### src/rtl/seg7_pkg.sv
// Shared 7-segment codes (active-low, bit 6 = segment g) and the countdown FSM state encoding.
package seg7_pkg;

  localparam logic [6:0] SEG_0     = 7'd64;
  localparam logic [6:0] SEG_1     = 7'd121;
  localparam logic [6:0] SEG_2     = 7'd36;
  localparam logic [6:0] SEG_3     = 7'd48;
  localparam logic [6:0] SEG_4     = 7'd25;
  localparam logic [6:0] SEG_5     = 7'd18;
  localparam logic [6:0] SEG_6     = 7'd2;
  localparam logic [6:0] SEG_7     = 7'd120;
  localparam logic [6:0] SEG_8     = 7'd0;
  localparam logic [6:0] SEG_9     = 7'd16;
  localparam logic [6:0] SEG_BLANK = 7'd127;

  typedef enum logic [1:0] {
    IDLE   = 2'd0,
    RUN    = 2'd1,
    PAUSED = 2'd2,
    DONE   = 2'd3
  } state_t;

  // Switch inputs can present 10..15; anything above 9 saturates to 9.
  function automatic logic [3:0] clamp_bcd(input logic [3:0] d);
    return (d > 4'd9) ? 4'd9 : d;
  endfunction

endpackage

### src/rtl/countdown_timer_if.sv
// Control inputs and display/status outputs of the countdown timer, grouped as one bundle.
interface countdown_timer_if;
  logic       load;
  logic       start;
  logic       pause;
  logic [3:0] preset_tens;
  logic [3:0] preset_units;
  logic [6:0] units_HEX;
  logic [6:0] tens_HEX;
  logic [6:0] HEX2;
  logic [6:0] HEX3;
  logic [6:0] HEX4;
  logic [6:0] HEX5;
  logic       running;
  logic       ending;
  logic       done_pulse;

  modport master (
    output load, start, pause, preset_tens, preset_units,
    input  units_HEX, tens_HEX, HEX2, HEX3, HEX4, HEX5, running, ending, done_pulse
  );

  modport slave (
    input  load, start, pause, preset_tens, preset_units,
    output units_HEX, tens_HEX, HEX2, HEX3, HEX4, HEX5, running, ending, done_pulse
  );
endinterface

### src/rtl/seg7_decode.sv
// Combinational BCD digit to active-low 7-segment code; non-BCD values show "0".
module seg7_decode
  import seg7_pkg::*;
(
  input  logic [3:0] digit,
  output logic [6:0] seg
);

  always_comb begin
    seg = SEG_0;
    case (digit)
      4'd0:    seg = SEG_0;
      4'd1:    seg = SEG_1;
      4'd2:    seg = SEG_2;
      4'd3:    seg = SEG_3;
      4'd4:    seg = SEG_4;
      4'd5:    seg = SEG_5;
      4'd6:    seg = SEG_6;
      4'd7:    seg = SEG_7;
      4'd8:    seg = SEG_8;
      4'd9:    seg = SEG_9;
      default: seg = SEG_0;
    endcase
  end

endmodule

### src/rtl/countdown_timer.sv
// Two-digit BCD countdown timer (99..00) stepping once per TICK_DIV clocks.
// Define COUNTDOWN_BLINK_EN to blink "00" at half the tick period while in DONE.
module countdown_timer
  import seg7_pkg::*;
#(
  parameter int TICK_DIV = 50000000,
  parameter int DIV_W    = 26
) (
  input logic              clk,
  input logic              clr_n,
  countdown_timer_if.slave bus
);

  state_t           state, state_nxt;
  logic [3:0]       tens, units, tens_nxt, units_nxt;
  logic [DIV_W-1:0] div_cnt, div_nxt;
  logic [3:0]       pre_tens, pre_units;
  logic [6:0]       tens_seg, units_seg;
  logic [6:0]       tens_hex, units_hex;
  logic             running_r, ending_r, pulse_r;
  logic             blank_nxt;

  assign pre_tens  = clamp_bcd(bus.preset_tens);
  assign pre_units = clamp_bcd(bus.preset_units);

  always_comb begin
    state_nxt = state;
    tens_nxt  = tens;
    units_nxt = units;
    div_nxt   = div_cnt;
    case (state)
      IDLE: begin
        if (bus.load) begin
          tens_nxt  = pre_tens;
          units_nxt = pre_units;
        end else if (bus.start) begin
          if (tens != 4'd0 || units != 4'd0) begin
            state_nxt = RUN;
            div_nxt   = '0;
          end else begin
            state_nxt = DONE;
          end
        end
      end
      RUN: begin
        if (bus.load) begin
          tens_nxt  = pre_tens;
          units_nxt = pre_units;
          div_nxt   = '0;
          state_nxt = IDLE;
        end else if (bus.pause) begin
          state_nxt = PAUSED;
        end else if (div_cnt == DIV_W'(TICK_DIV - 1)) begin
          // RUN is only ever entered with a non-zero count, so tens > 0 when units wraps.
          div_nxt = '0;
          if (units == 4'd0) begin
            units_nxt = 4'd9;
            tens_nxt  = tens - 4'd1;
          end else begin
            units_nxt = units - 4'd1;
          end
          if (tens_nxt == 4'd0 && units_nxt == 4'd0) state_nxt = DONE;
        end else begin
          div_nxt = div_cnt + DIV_W'(1);
        end
      end
      PAUSED: begin
        if (bus.load) begin
          tens_nxt  = pre_tens;
          units_nxt = pre_units;
          state_nxt = IDLE;
        end else if (!bus.pause) begin
          state_nxt = RUN;
        end
      end
      DONE: begin
        if (bus.load) begin
          tens_nxt  = pre_tens;
          units_nxt = pre_units;
          state_nxt = IDLE;
        end
      end
      default: state_nxt = IDLE;
    endcase
  end

`ifdef COUNTDOWN_BLINK_EN
  localparam int HALF_DIV = (TICK_DIV / 2 > 0) ? TICK_DIV / 2 : 1;

  logic [DIV_W-1:0] blink_cnt, blink_cnt_nxt;
  logic             blink_off, blink_off_nxt;

  // Phase restarts on DONE entry so the display always begins with "00" visible.
  always_comb begin
    blink_cnt_nxt = blink_cnt;
    blink_off_nxt = blink_off;
    if (state_nxt == DONE && state != DONE) begin
      blink_cnt_nxt = '0;
      blink_off_nxt = 1'b0;
    end else if (state == DONE) begin
      if (blink_cnt == DIV_W'(HALF_DIV - 1)) begin
        blink_cnt_nxt = '0;
        blink_off_nxt = ~blink_off;
      end else begin
        blink_cnt_nxt = blink_cnt + DIV_W'(1);
      end
    end
  end

  always_ff @(posedge clk) begin
    if (!clr_n) begin
      blink_cnt <= '0;
      blink_off <= 1'b0;
    end else begin
      blink_cnt <= blink_cnt_nxt;
      blink_off <= blink_off_nxt;
    end
  end

  assign blank_nxt = (state_nxt == DONE) && blink_off_nxt;
`else
  assign blank_nxt = 1'b0;
`endif

  // Decoding the next count lets the display register update on the same edge as the count.
  seg7_decode u_units_dec (.digit(units_nxt), .seg(units_seg));
  seg7_decode u_tens_dec  (.digit(tens_nxt),  .seg(tens_seg));

  always_ff @(posedge clk) begin
    if (!clr_n) begin
      state     <= IDLE;
      tens      <= 4'd0;
      units     <= 4'd0;
      div_cnt   <= '0;
      tens_hex  <= SEG_0;
      units_hex <= SEG_0;
      running_r <= 1'b0;
      ending_r  <= 1'b0;
      pulse_r   <= 1'b0;
    end else begin
      state     <= state_nxt;
      tens      <= tens_nxt;
      units     <= units_nxt;
      div_cnt   <= div_nxt;
      tens_hex  <= blank_nxt ? SEG_BLANK : tens_seg;
      units_hex <= blank_nxt ? SEG_BLANK : units_seg;
      running_r <= (state_nxt == RUN);
      ending_r  <= (state_nxt == DONE);
      pulse_r   <= (state_nxt == DONE) && (state != DONE);
    end
  end

  assign bus.units_HEX  = units_hex;
  assign bus.tens_HEX   = tens_hex;
  assign bus.HEX2       = SEG_BLANK;
  assign bus.HEX3       = SEG_BLANK;
  assign bus.HEX4       = SEG_BLANK;
  assign bus.HEX5       = SEG_BLANK;
  assign bus.running    = running_r;
  assign bus.ending     = ending_r;
  assign bus.done_pulse = pulse_r;

endmodule

### src/flat_wrapper.sv
// flat-port wrapper written by rule: the top's interface ports become plain ports
module countdown_timer_flat import seg7_pkg::*;
#(
  parameter int TICK_DIV = 50000000,
  parameter int DIV_W    = 26
)
  (clk, clr_n, bus_load, bus_start, bus_pause, bus_preset_tens, bus_preset_units, bus_units_HEX, bus_tens_HEX, bus_HEX2, bus_HEX3, bus_HEX4, bus_HEX5, bus_running, bus_ending, bus_done_pulse);
  countdown_timer_if bus_i ();
  input logic clk;
  input logic clr_n;
  input wire logic [$bits(bus_i.load)-1:0] bus_load;
  input wire logic [$bits(bus_i.start)-1:0] bus_start;
  input wire logic [$bits(bus_i.pause)-1:0] bus_pause;
  input wire logic [$bits(bus_i.preset_tens)-1:0] bus_preset_tens;
  input wire logic [$bits(bus_i.preset_units)-1:0] bus_preset_units;
  output wire logic [$bits(bus_i.units_HEX)-1:0] bus_units_HEX;
  output wire logic [$bits(bus_i.tens_HEX)-1:0] bus_tens_HEX;
  output wire logic [$bits(bus_i.HEX2)-1:0] bus_HEX2;
  output wire logic [$bits(bus_i.HEX3)-1:0] bus_HEX3;
  output wire logic [$bits(bus_i.HEX4)-1:0] bus_HEX4;
  output wire logic [$bits(bus_i.HEX5)-1:0] bus_HEX5;
  output wire logic [$bits(bus_i.running)-1:0] bus_running;
  output wire logic [$bits(bus_i.ending)-1:0] bus_ending;
  output wire logic [$bits(bus_i.done_pulse)-1:0] bus_done_pulse;
  assign bus_i.load = bus_load;
  assign bus_i.start = bus_start;
  assign bus_i.pause = bus_pause;
  assign bus_i.preset_tens = bus_preset_tens;
  assign bus_i.preset_units = bus_preset_units;
  assign bus_units_HEX = bus_i.units_HEX;
  assign bus_tens_HEX = bus_i.tens_HEX;
  assign bus_HEX2 = bus_i.HEX2;
  assign bus_HEX3 = bus_i.HEX3;
  assign bus_HEX4 = bus_i.HEX4;
  assign bus_HEX5 = bus_i.HEX5;
  assign bus_running = bus_i.running;
  assign bus_ending = bus_i.ending;
  assign bus_done_pulse = bus_i.done_pulse;
  countdown_timer #(.TICK_DIV(TICK_DIV), .DIV_W(DIV_W)) u_core (.clk(clk), .clr_n(clr_n), .bus(bus_i));
endmodule
### config.mk
export PLATFORM = sky130hd
export DESIGN_NAME = countdown_timer_flat
export DESIGN_NICKNAME = d
export VERILOG_FILES = /design/src/rtl/seg7_pkg.sv /design/src/rtl/countdown_timer_if.sv /design/src/rtl/seg7_decode.sv /design/src/rtl/countdown_timer.sv /design/src/flat_wrapper.sv
export SDC_FILE = /design/constraint.sdc
export NUM_CORES = 1
export LEC_CHECK = 0
export ABC_AREA = 1
export CAP_MARGIN = 20
export CELL_PAD_IN_SITES_DETAIL_PLACEMENT = 1
export CELL_PAD_IN_SITES_GLOBAL_PLACEMENT = 1
export CORE_UTILIZATION = 41
export DETAILED_ROUTE_END_ITERATION = 12
export HOLD_SLACK_MARGIN = 0.05
export PLACE_DENSITY = 0.88
export SYNTH_ARGS = -nofsm -noshare
export SYNTH_HDL_FRONTEND = slang
export SYNTH_SLANG_ARGS = --single-unit
### constraint.sdc
create_clock -name clk -period 3.6 [get_ports clk]
set_input_delay 0.9 -clock clk [delete_from_list [all_inputs] [get_ports clk]]
set_output_delay 0.9 -clock clk [all_outputs]
set_load 0.03 [all_outputs]
==> impl_results.md, run 1 <==
- Setup violators final: 0
- Vias in the first global route: 3452
- Reg2Reg Setup Slack: 1150 ps
- Post-synth EDFFs: 0
- Type of the worst setup path: in2reg
- Synth top cells by count: 106 x nand2_1, 68 x inv_1, 57 x nor2_1
- Warnings, synthesis: 0
- CP Capture Type: flip-flop
- Number of distinct library cells after synthesis: 46
- Remaining routing DRC violations: 0
- Clock input transition at the sequential cells of the worst setup and hold paths: 100 ps
- Max Cap Violations: 0
- Fmax: 0.345 GHz
- First-pass detailed-route iteration total: 4
- Number of instances in the synthesized netlist: 522
- Startpoint class of the critical path: input pin
- Die width: 95.1 microns
- Worst path max stage delay: 640 ps
- Worst Hold Path EP: u_core.div_cnt[2]
- CTS resizes: 0
- Endpoint required time on the critical path: 3820 ps
- Yosys top cell area share: 29.8%
- Input/output buffers: 29
- Synth area leader: dfxtp_1
- Post-synthesis async set-or-reset flop share: 0%
- Ant diodes: 0
- Placer Congestion: 0.916
- Ys flop type: dfxtp_1
- Wire length of the first global-routing pass: 16.0 mm
- Worst Min Path Start: u_core.div_cnt[2]
- Wire per inst: 14.1 microns
- Fillcell total: 1109
- Count of pins over their slew limit: 0
- Leak pwr: 1.65 nW
- Total number of nets in the final design: 576
- Depth of the CTS H-tree: 2
- Combined flip-flop and latch cell area: 1060 sq um
- CTS Root Cell: clkbuf_8
- Wire length reported by the detailed router: 9.27 mm
- Peak VDD IR: 208 uV
- Chip height: 95.1 microns
- Deepest clock path buffer count: 2
- Vias per cell: 5.08
- Non-filler cells in the finished layout: 656
- Flops & latches, synth: 53
- Setup Buffers After CTS: 0
- Cells on Worst Hold Path: 2
- Cell breakdown of the critical path: clkdlybuf4s50_1 > inv_1 > nand2_1 > nor2_1 > nand2_1 > nand2_2 > nand2_2 > inv_1 > nand4_1 > o21ai_2 > nor2_1
- Area of the multi-input gates: 2040 sq um
- Maximum number of pins on one net before global-route repair: 17
- Worst slack on hold paths: 479 ps
- Detailed Route Iter0 Violations: 92
- Number of buffers created by CTS: 5
- Clock period minus worst slack: 2890 ps
- Post-route setup slack: 706 ps
- Worst-skew pair later-pin latency: 310 ps
- Core Util, Final: 47.6%
- DPL Wire Length: 7.36 mm
- Actual transition at the worst max-transition pin: 659 ps
- Maximum fanout count along the critical path: 13
- Area Overhead vs Synth: 10.9%
- Global Route Usage Sum: 22.6%
- Post-placement cell count: 648
- Cts-stage hold buffer count: 0
- Run status: finished clean
- Initial antenna violation count: 0
- Core area: 8300 sq um
- Slowest cell on the critical path: clkdlybuf4s50_1
- Library cell with the highest instance count after synthesis: nand2_1
- Clock Skew: 9.95 ps
- Relative slew slack: 56.0%
- Path depth of the worst reg2reg path: 15
- Post-Syn Area: 3560 sq um
- Sinks on Clock Net: 53
- Cell class contributing the biggest share of worst-path delay: buffers and inverters
- Count of final hold-check violations: 0
- Pre-CTS WS: 410 ps
- Fraction of final layout cells sized beyond drive strength 1: 11.1%
- Post-synthesis sequential area ratio: 29.8%
- Largest cells by area after synthesis: dfxtp_1 30%, nand2_1 11%, inv_1 7.2%
- Area of the die: 9050 sq um
- Setup repair after global routing missed its margin: false
- CTS tree: yes
- Number of buffer and inverter stages on the critical path: 3
- Worst min-delay path category: reg2reg
- Via count of the routed design: 3332
- Final cycle utilization of the critical path: 80.4%
- RR Endpoint: u_core.bus.units_HEX[3]
- Post-DRT Antenna Nets: 0
- # rows: 33
- TNS Setup: 0 ps
- Pwr dens: 344 nW/um^2
- Starting density of the core: 42.9%
- Mapped Avg Cell Area: 6.81 sq um
- Worst R2R Start: u_core.div_cnt[0]
- Total gr overflow: 0
- Ports placed on the boundary: 58
- Endpoint arrival time on the critical path: 3120 ps
-- power by group --
part | total, mW | internal, mW | switching, mW
Clock | 0.437 | 0.227 | 0.209
Combinational | 0.300 | 0.0911 | 0.209
Sequential | 0.622 | 0.608 | 0.0141
-- worst max path at each step --
stage	startpoint	end	slack, ps	cells past startpoint
after global placement	bus_load	u_core.div_cnt[14]	510	11
after global routing	bus_load	u_core.div_cnt[14]	510	11
after CTS	bus_load	u_core.div_cnt[12]	760	8
final	bus_load	u_core.div_cnt[14]	710	11
after floorplan	bus_load	u_core.bus.tens_HEX[3]	1330	10
after detailed placement	bus_load	u_core.div_cnt[14]	410	11
-- tightest hold or removal path: stages, from the launching register on --
cell     delay, ps
dfxtp_1        340
inv_1           50
a21oi_1         50
-- layout make-up --
| cell class | instances | share of cell area (%) |
|---|---|---|
| Clock buffer | 7 | 2.19 |
| Clock inverter | 1 | 0.761 |
| Inverter | 76 | 7.29 |
| Multi-Input combinational cell | 382 | 51.6 |
| Sequential cell | 53 | 26.9 |
| Tap cell | 105 | 3.33 |
| Timing Repair Buffer | 32 | 7.93 |
-- routing by layer --
| layer | global-route usage, % | wire length, microns | share of wire [%] |
|---|---|---|---|
| met4 | 8.59 | 164 | 1.8 |
| met2 | 40.4 | 4690 | 51 |
| met3 | 3.03 | 269 | 2.9 |
| met1 | 27.1 | 4150 | 45 |
| met5 | 0 | 0 | 0 |
-- sequential cells by signal, summed over array words and instances (netlist names) --
| register | count |
|---|---|
| u_core.tens | 4 |
| u_core.bus.tens_HEX | 7 |
| u_core.bus.units_HEX | 7 |
| u_core.bus.ending | 1 |
| u_core.bus.running | 1 |
| u_core.units | 4 |
| u_core.bus.done_pulse | 1 |
| u_core.div_cnt | 26 |
| u_core.state | 2 |
-- metrics by stage --
stage | total power [mW] | instance area, sq um
floorplan | 0.878 | 3660
global placement | 0.926 | 3830
detailed placement | 0.936 | 3830
CTS | 1.37 | 3950
global route | 1.43 | 3950
finish | 1.36 | 3950
-- cell usage in the layout, fill, tap and decap left out, types with 3 or more instances in the layout --
cell             instances
a211oi_1                 3
a21oi_1                 25
buf_4                    3
clkbuf_8                 6
clkdlybuf4s50_1         29
conb_1                  28
dfxtp_1                 53
ha_1                    13
inv_1                   68
inv_2                    7
nand2_1                106
nand2_2                 13
nand3_1                 37
nand3_2                  4
nand4_1                 18
nor2_1                  57
nor2_2                   5
nor2_4                   7
nor3_1                  14
nor3_2                   3
nor4_1                   3
o21ai_0                 18
-- cells by family after synthesis --
logic type               count (synthesis)  synth area share (%)
buffers and inverters                  114                  15.8
AND/OR/NAND/NOR                        277                  38.4
flip-flops                              53                  29.8
XOR/XNOR                                 4                 0.985
adder cells (fa/ha/maj)                 13                  4.57
AO/OA/AOI/OAI                           60                  10.4
other                                    1                 0.105
(Power assumes the default switching activity.)
==> inputs of run 2 (changes only) <==
Settings changed: CORE_UTILIZATION 41 to 35, PLACE_DENSITY 0.88 to 0.8.
Clock period 3.6 ns to 2.65 ns, I/O delays scaled along.
==> impl_results.md, run 2 (synthesis results as in run 1) <==
- Endpoint required time on the critical path: 2900 ps
- Switching share of power: 33.2%
- Setup Buffers After CTS: 0
- Int Power: 1.22 mW
- Wire length reported by the detailed router: 9.61 mm
- Deepest clock path buffer count: 2
- Net switching power figure: 608 uW
- Cts-stage hold buffer count: 0
- Count of pins over their slew limit: 0
- Worst min-delay path category: reg2reg
- Clock Skew: 19.2 ps
- Total gr overflow: 0
- CTS Root Cell: clkbuf_8
- Total number of nets in the final design: 593
- Sinks on Clock Net: 53
- Core area: 9820 sq um
- Top reg by flops: u_core.div_cnt
- Input/output buffers: 29
- Endpoint arrival time on the critical path: 2660 ps
- # rows: 36
- Chip height: 103 microns
- Fmax: 0.415 GHz
- Maximum fanout count along the critical path: 5
- Setup violators final: 0
- Startpoint class of the critical path: flip-flop
- Pwr dens: 445 nW/um^2
- Max Cap Violations: 0
- Setup repair after global routing missed its margin: false
- Area of the die: 10600 sq um
- Type of the worst setup path: reg2reg
- Fillcell total: 1310
- Depth of the CTS H-tree: 2
- Clock input transition at the sequential cells of the worst setup and hold paths: 110 ps
- DP Area: 4010 sq um
- Detailed Route Iter0 Violations: 95
- Initial antenna violation count: 0
- Actual transition at the worst max-transition pin: 645 ps
- Ports placed on the boundary: 58
- Combined flip-flop and latch cell area: 1060 sq um
- CTS resizes: 0
- First-pass detailed-route iteration total: 4
- Die width: 103 microns
- Post-route cell area: 4110 sq um
- DPL Wire Length: 7.73 mm
- Leak pwr: 1.74 nW
- Number of buffers created by CTS: 5
- Sequential group share of total power: 46.3%
- Clock period minus worst slack: 2410 ps
- Wire per inst: 13.7 microns
- Count of final hold-check violations: 0
- Via count of the routed design: 3441
- Global Route Usage Sum: 19.4%
- Worst-skew pair later-pin latency: 320 ps
- Max reg flops: 26
- Starting density of the core: 36.2%
- Gate power share: 24.3%
- Post-DRT Antenna Nets: 0
- TNS Setup: 0 ps
- Run status: finished clean
- Placer Congestion: 0.922
- Top library cells by usage in the layout, fill and taps aside: 106 x nand2_1, 68 x inv_1, 57 x nor2_1
- Relative slew slack: 56.6%
- Most common library cell in the layout ignoring fill and taps: nand2_1
- Wire length of the first global-routing pass: 16.3 mm
- Vias per cell: 4.91
- Final cycle utilization of the critical path: 91.0%
- Remaining routing DRC violations: 0
- Ant diodes: 0
- Peak VDD IR: 229 uV
- CTS tree: yes
- Vias in the first global route: 3518
- Area of the multi-input gates: 2040 sq um
- Fraction of power consumed by the clock network: 29.4%
- Fraction of final layout cells sized beyond drive strength 1: 13.9%
- Maximum number of pins on one net before global-route repair: 17
- Area Overhead vs Synth: 15.5%
- Total power after layout: 1.83 mW
- CP Capture Type: flip-flop
-- run 2: path summary, 6_finish.rpt --
path,startpoint,end,slack (ps),cells after the start
worst max-delay path,u_core.div_cnt[0],u_core.bus.units_HEX[3],240,14
worst min-delay path,u_core.div_cnt[2],u_core.div_cnt[2],470,2
worst max register to register,u_core.div_cnt[0],u_core.bus.units_HEX[3],240,14
worst min register to register,u_core.div_cnt[2],u_core.div_cnt[2],470,2
-- run 2: critical path, cell delays in order, from the launching register on --
cell,delay (ps)
dfxtp_1,390
ha_1,180
nand2_1,130
inv_1,120
nand3b_4,110
nor2_1,220
nand4_1,180
nand2_1,120
nand2_1,50
nand2_1,130
inv_1,130
ha_1,310
inv_1,70
nand2_1,50
a21oi_1,130
-- run 2: power by group through the flow --
stage	Combinational (mW)	Sequential [mW]	Clock (mW)
after floorplan	0.294	0.898	0
after global placement	0.431	0.864	0
after detailed placement	0.443	0.865	0
after CTS	0.447	0.846	0.554
after global routing	0.491	0.850	0.583
final	0.444	0.846	0.538
-- run 2: routing by layer --
metal / wire, microns / vias up / share of wire, % / GRT usage [%]
met5: 0 / - / 0 / 0
met4: 116 / 0 / 1.2 / 4.01
met3: 282 / 13 / 2.9 / 2.85
met2: 4920 / 53 / 51 / 35.8
met1: 4290 / 1670 / 45 / 23.9
li1: - / 1705 / - / -
-- run 2: layout make-up --
type,instances,share of cell area (%)
Inverter,76,7.00
Multi-Input combinational cell,382,49.6
Timing Repair Buffer,49,11.0
Sequential cell,53,25.8
Tap cell,133,4.05
Clock inverter,1,0.213
Clock buffer,7,2.34
-- run 2: through the flow --
stage	setup slack [ps]	util (%)	hold WS, ps	std cells
5_1_grt	25.1	41.9	515	701
3_3_place_gp	117	40.8	455	693
3_5_place_dp	33.2	40.8	463	693
4_1_cts	264	41.9	481	701
6_report	239	41.9	474	701
2_1_floorplan	613	-	435	549
==> inputs of run 3 (changes only) <==
Settings changed: PLACE_DENSITY 0.8 to 0.81.
==> impl_results.md, run 3 (synthesis results as in run 1) <==
- Run status: finished clean
- Input/output buffers: 29
- Core Util, Final: 41.7%
- Reg2Reg Setup Slack: 240 ps
- Setup violators final: 0
- Vias per cell: 4.93
- Post-route setup slack: 245 ps
- Pre-CTS WS: -10.7 ps
- Top library cells by usage in the layout, fill and taps aside: 106 x nand2_1, 68 x inv_1, 57 x nor2_1
- Remaining routing DRC violations: 0
- TNS Setup: 0 ps
- Die width: 103 microns
- Worst min-delay path category: reg2reg
- Total number of nets in the final design: 591
- Startpoint class of the critical path: flip-flop
- Setup Buffers After CTS: 0
- Maximum number of pins on one net before global-route repair: 23
- Type of the worst setup path: reg2reg
- Total gr overflow: 0
- Core area: 9820 sq um
- Initial antenna violation count: 0
- Via count of the routed design: 3447
- Count of pins over their slew limit: 0
- Clock Skew: 6.73 ps
- Starting density of the core: 36.2%
- Area Overhead vs Synth: 15.1%
- Ant diodes: 0
- Wire length reported by the detailed router: 9.71 mm
- Top reg by flops: u_core.div_cnt
- Max Cap Violations: 0
- Final cycle utilization of the critical path: 90.8%
- DPL Wire Length: 7.94 mm
- CP Capture Type: flip-flop
- Fmax: 0.416 GHz
- Worst Hold Path EP: u_core.div_cnt[12]
- Chip height: 103 microns
- Worst R2R Start: u_core.div_cnt[0]
- Endpoint arrival time on the critical path: 2660 ps
- Pwr dens: 433 nW/um^2
- Post-DRT Antenna Nets: 0
- Vias in the first global route: 3509
- Wire length of the first global-routing pass: 16.4 mm
- Worst-skew pair later-pin latency: 320 ps
- Global Route Usage Sum: 19.8%
- Placer Congestion: 0.910
- CTS resizes: 0
- Depth of the CTS H-tree: 2
- Sinks on Clock Net: 53
- Path depth of the worst reg2reg path: 15
- CTS Root Cell: clkbuf_8
- Relative slew slack: 63.0%
- Max reg flops: 26
- Clock period minus worst slack: 2410 ps
- Cts-stage hold buffer count: 0
- Count of final hold-check violations: 0
- Actual transition at the worst max-transition pin: 551 ps
- Endpoint required time on the critical path: 2900 ps
- Detailed Route Iter0 Violations: 131
- # rows: 36
- RR Endpoint: u_core.bus.units_HEX[3]
- Fraction of final layout cells sized beyond drive strength 1: 13.6%
- Most common library cell in the layout ignoring fill and taps: nand2_1
- Maximum fanout count along the critical path: 5
- Worst Min Path Start: u_core.div_cnt[12]
- Cells on Worst Hold Path: 2
- CTS tree: yes
- Wire per inst: 13.9 microns
- Peak VDD IR: 253 uV
- Number of buffers created by CTS: 5
- First-pass detailed-route iteration total: 4
- Ports placed on the boundary: 58
- Setup repair after global routing missed its margin: false
- Clock input transition at the sequential cells of the worst setup and hold paths: 100 ps
- Area of the die: 10600 sq um
- Leak pwr: 1.72 nW
- Deepest clock path buffer count: 2
==> run 3: changes by cell type in the layout (fill, tap and decap cells not counted) <==
cell / delta
clkinv_2: +1
clkbuf_8: -2
buf_12: +1
buf_4: -3
clkinvlp_4: +1
==> run 3: per-layer routing <==
| layer | part of all wire (%) | global-route usage [%] |
|---|---|---|
| met3 | 3.2 | 2.85 |
| met4 | 2.1 | 6.39 |
| met2 | 50 | 36.8 |
| met5 | 0 | 0 |
| met1 | 44 | 23.4 |
==> run 3: layout make-up <==
type                            count  area (sq um)
Timing Repair Buffer               47           450
Inverter                           76           288
Clock buffer                        5          68.8
Multi-Input combinational cell    382          2040
Sequential cell                    53          1060
Fill cell                        1318          5730
Clock inverter                      3          21.3
Tap cell                          133           166
==> run 3: worst max-delay path by stage <==
stage / startpoint / endpoint / slack, ps / cells after the start
after floorplan: bus_load / u_core.bus.tens_HEX[3] / 610 / 10
after global placement: bus_load / u_core.bus.units_HEX[3] / 90 / 12
after detailed placement: bus_load / u_core.bus.units_HEX[3] / -10 / 12
after CTS: u_core.div_cnt[0] / u_core.bus.units_HEX[3] / 240 / 15
after global routing: u_core.div_cnt[0] / u_core.bus.units_HEX[3] / 20 / 15
final: u_core.div_cnt[0] / u_core.bus.units_HEX[3] / 240 / 15
==> run 3: critical path, cell delays in order (launching register included) <==
cell      delay, ps
dfxtp_1         390
ha_1            190
nand2_1         140
inv_1           130
nand3b_4        100
nor2_1          220
nand3_2         160
nand2_1          90
nand2_1          50
nand2_1          50
nand2_1         120
inv_1           180
ha_1            250
inv_1            70
nand2_1          60
a21oi_1         140
==> run 3: stage by stage <==
stage | hold WS [ps] | std cells | cell area (sq um) | power [mW]
6_report | 481 | 699 | 4090 | 1.77
5_1_grt | 508 | 699 | 4090 | 1.87
4_1_cts | 486 | 699 | 4090 | 1.79
3_5_place_dp | 468 | 691 | 4000 | 1.31
3_3_place_gp | 456 | 691 | 4000 | 1.29
2_1_floorplan | 435 | 549 | 3660 | 1.19
==> run 3: report_power, final <==
part,switching [mW],leakage (nW),internal (mW)
registers,0.0193,0.431,0.826
clock network,0.298,0.0445,0.189
logic,0.290,1.24,0.150
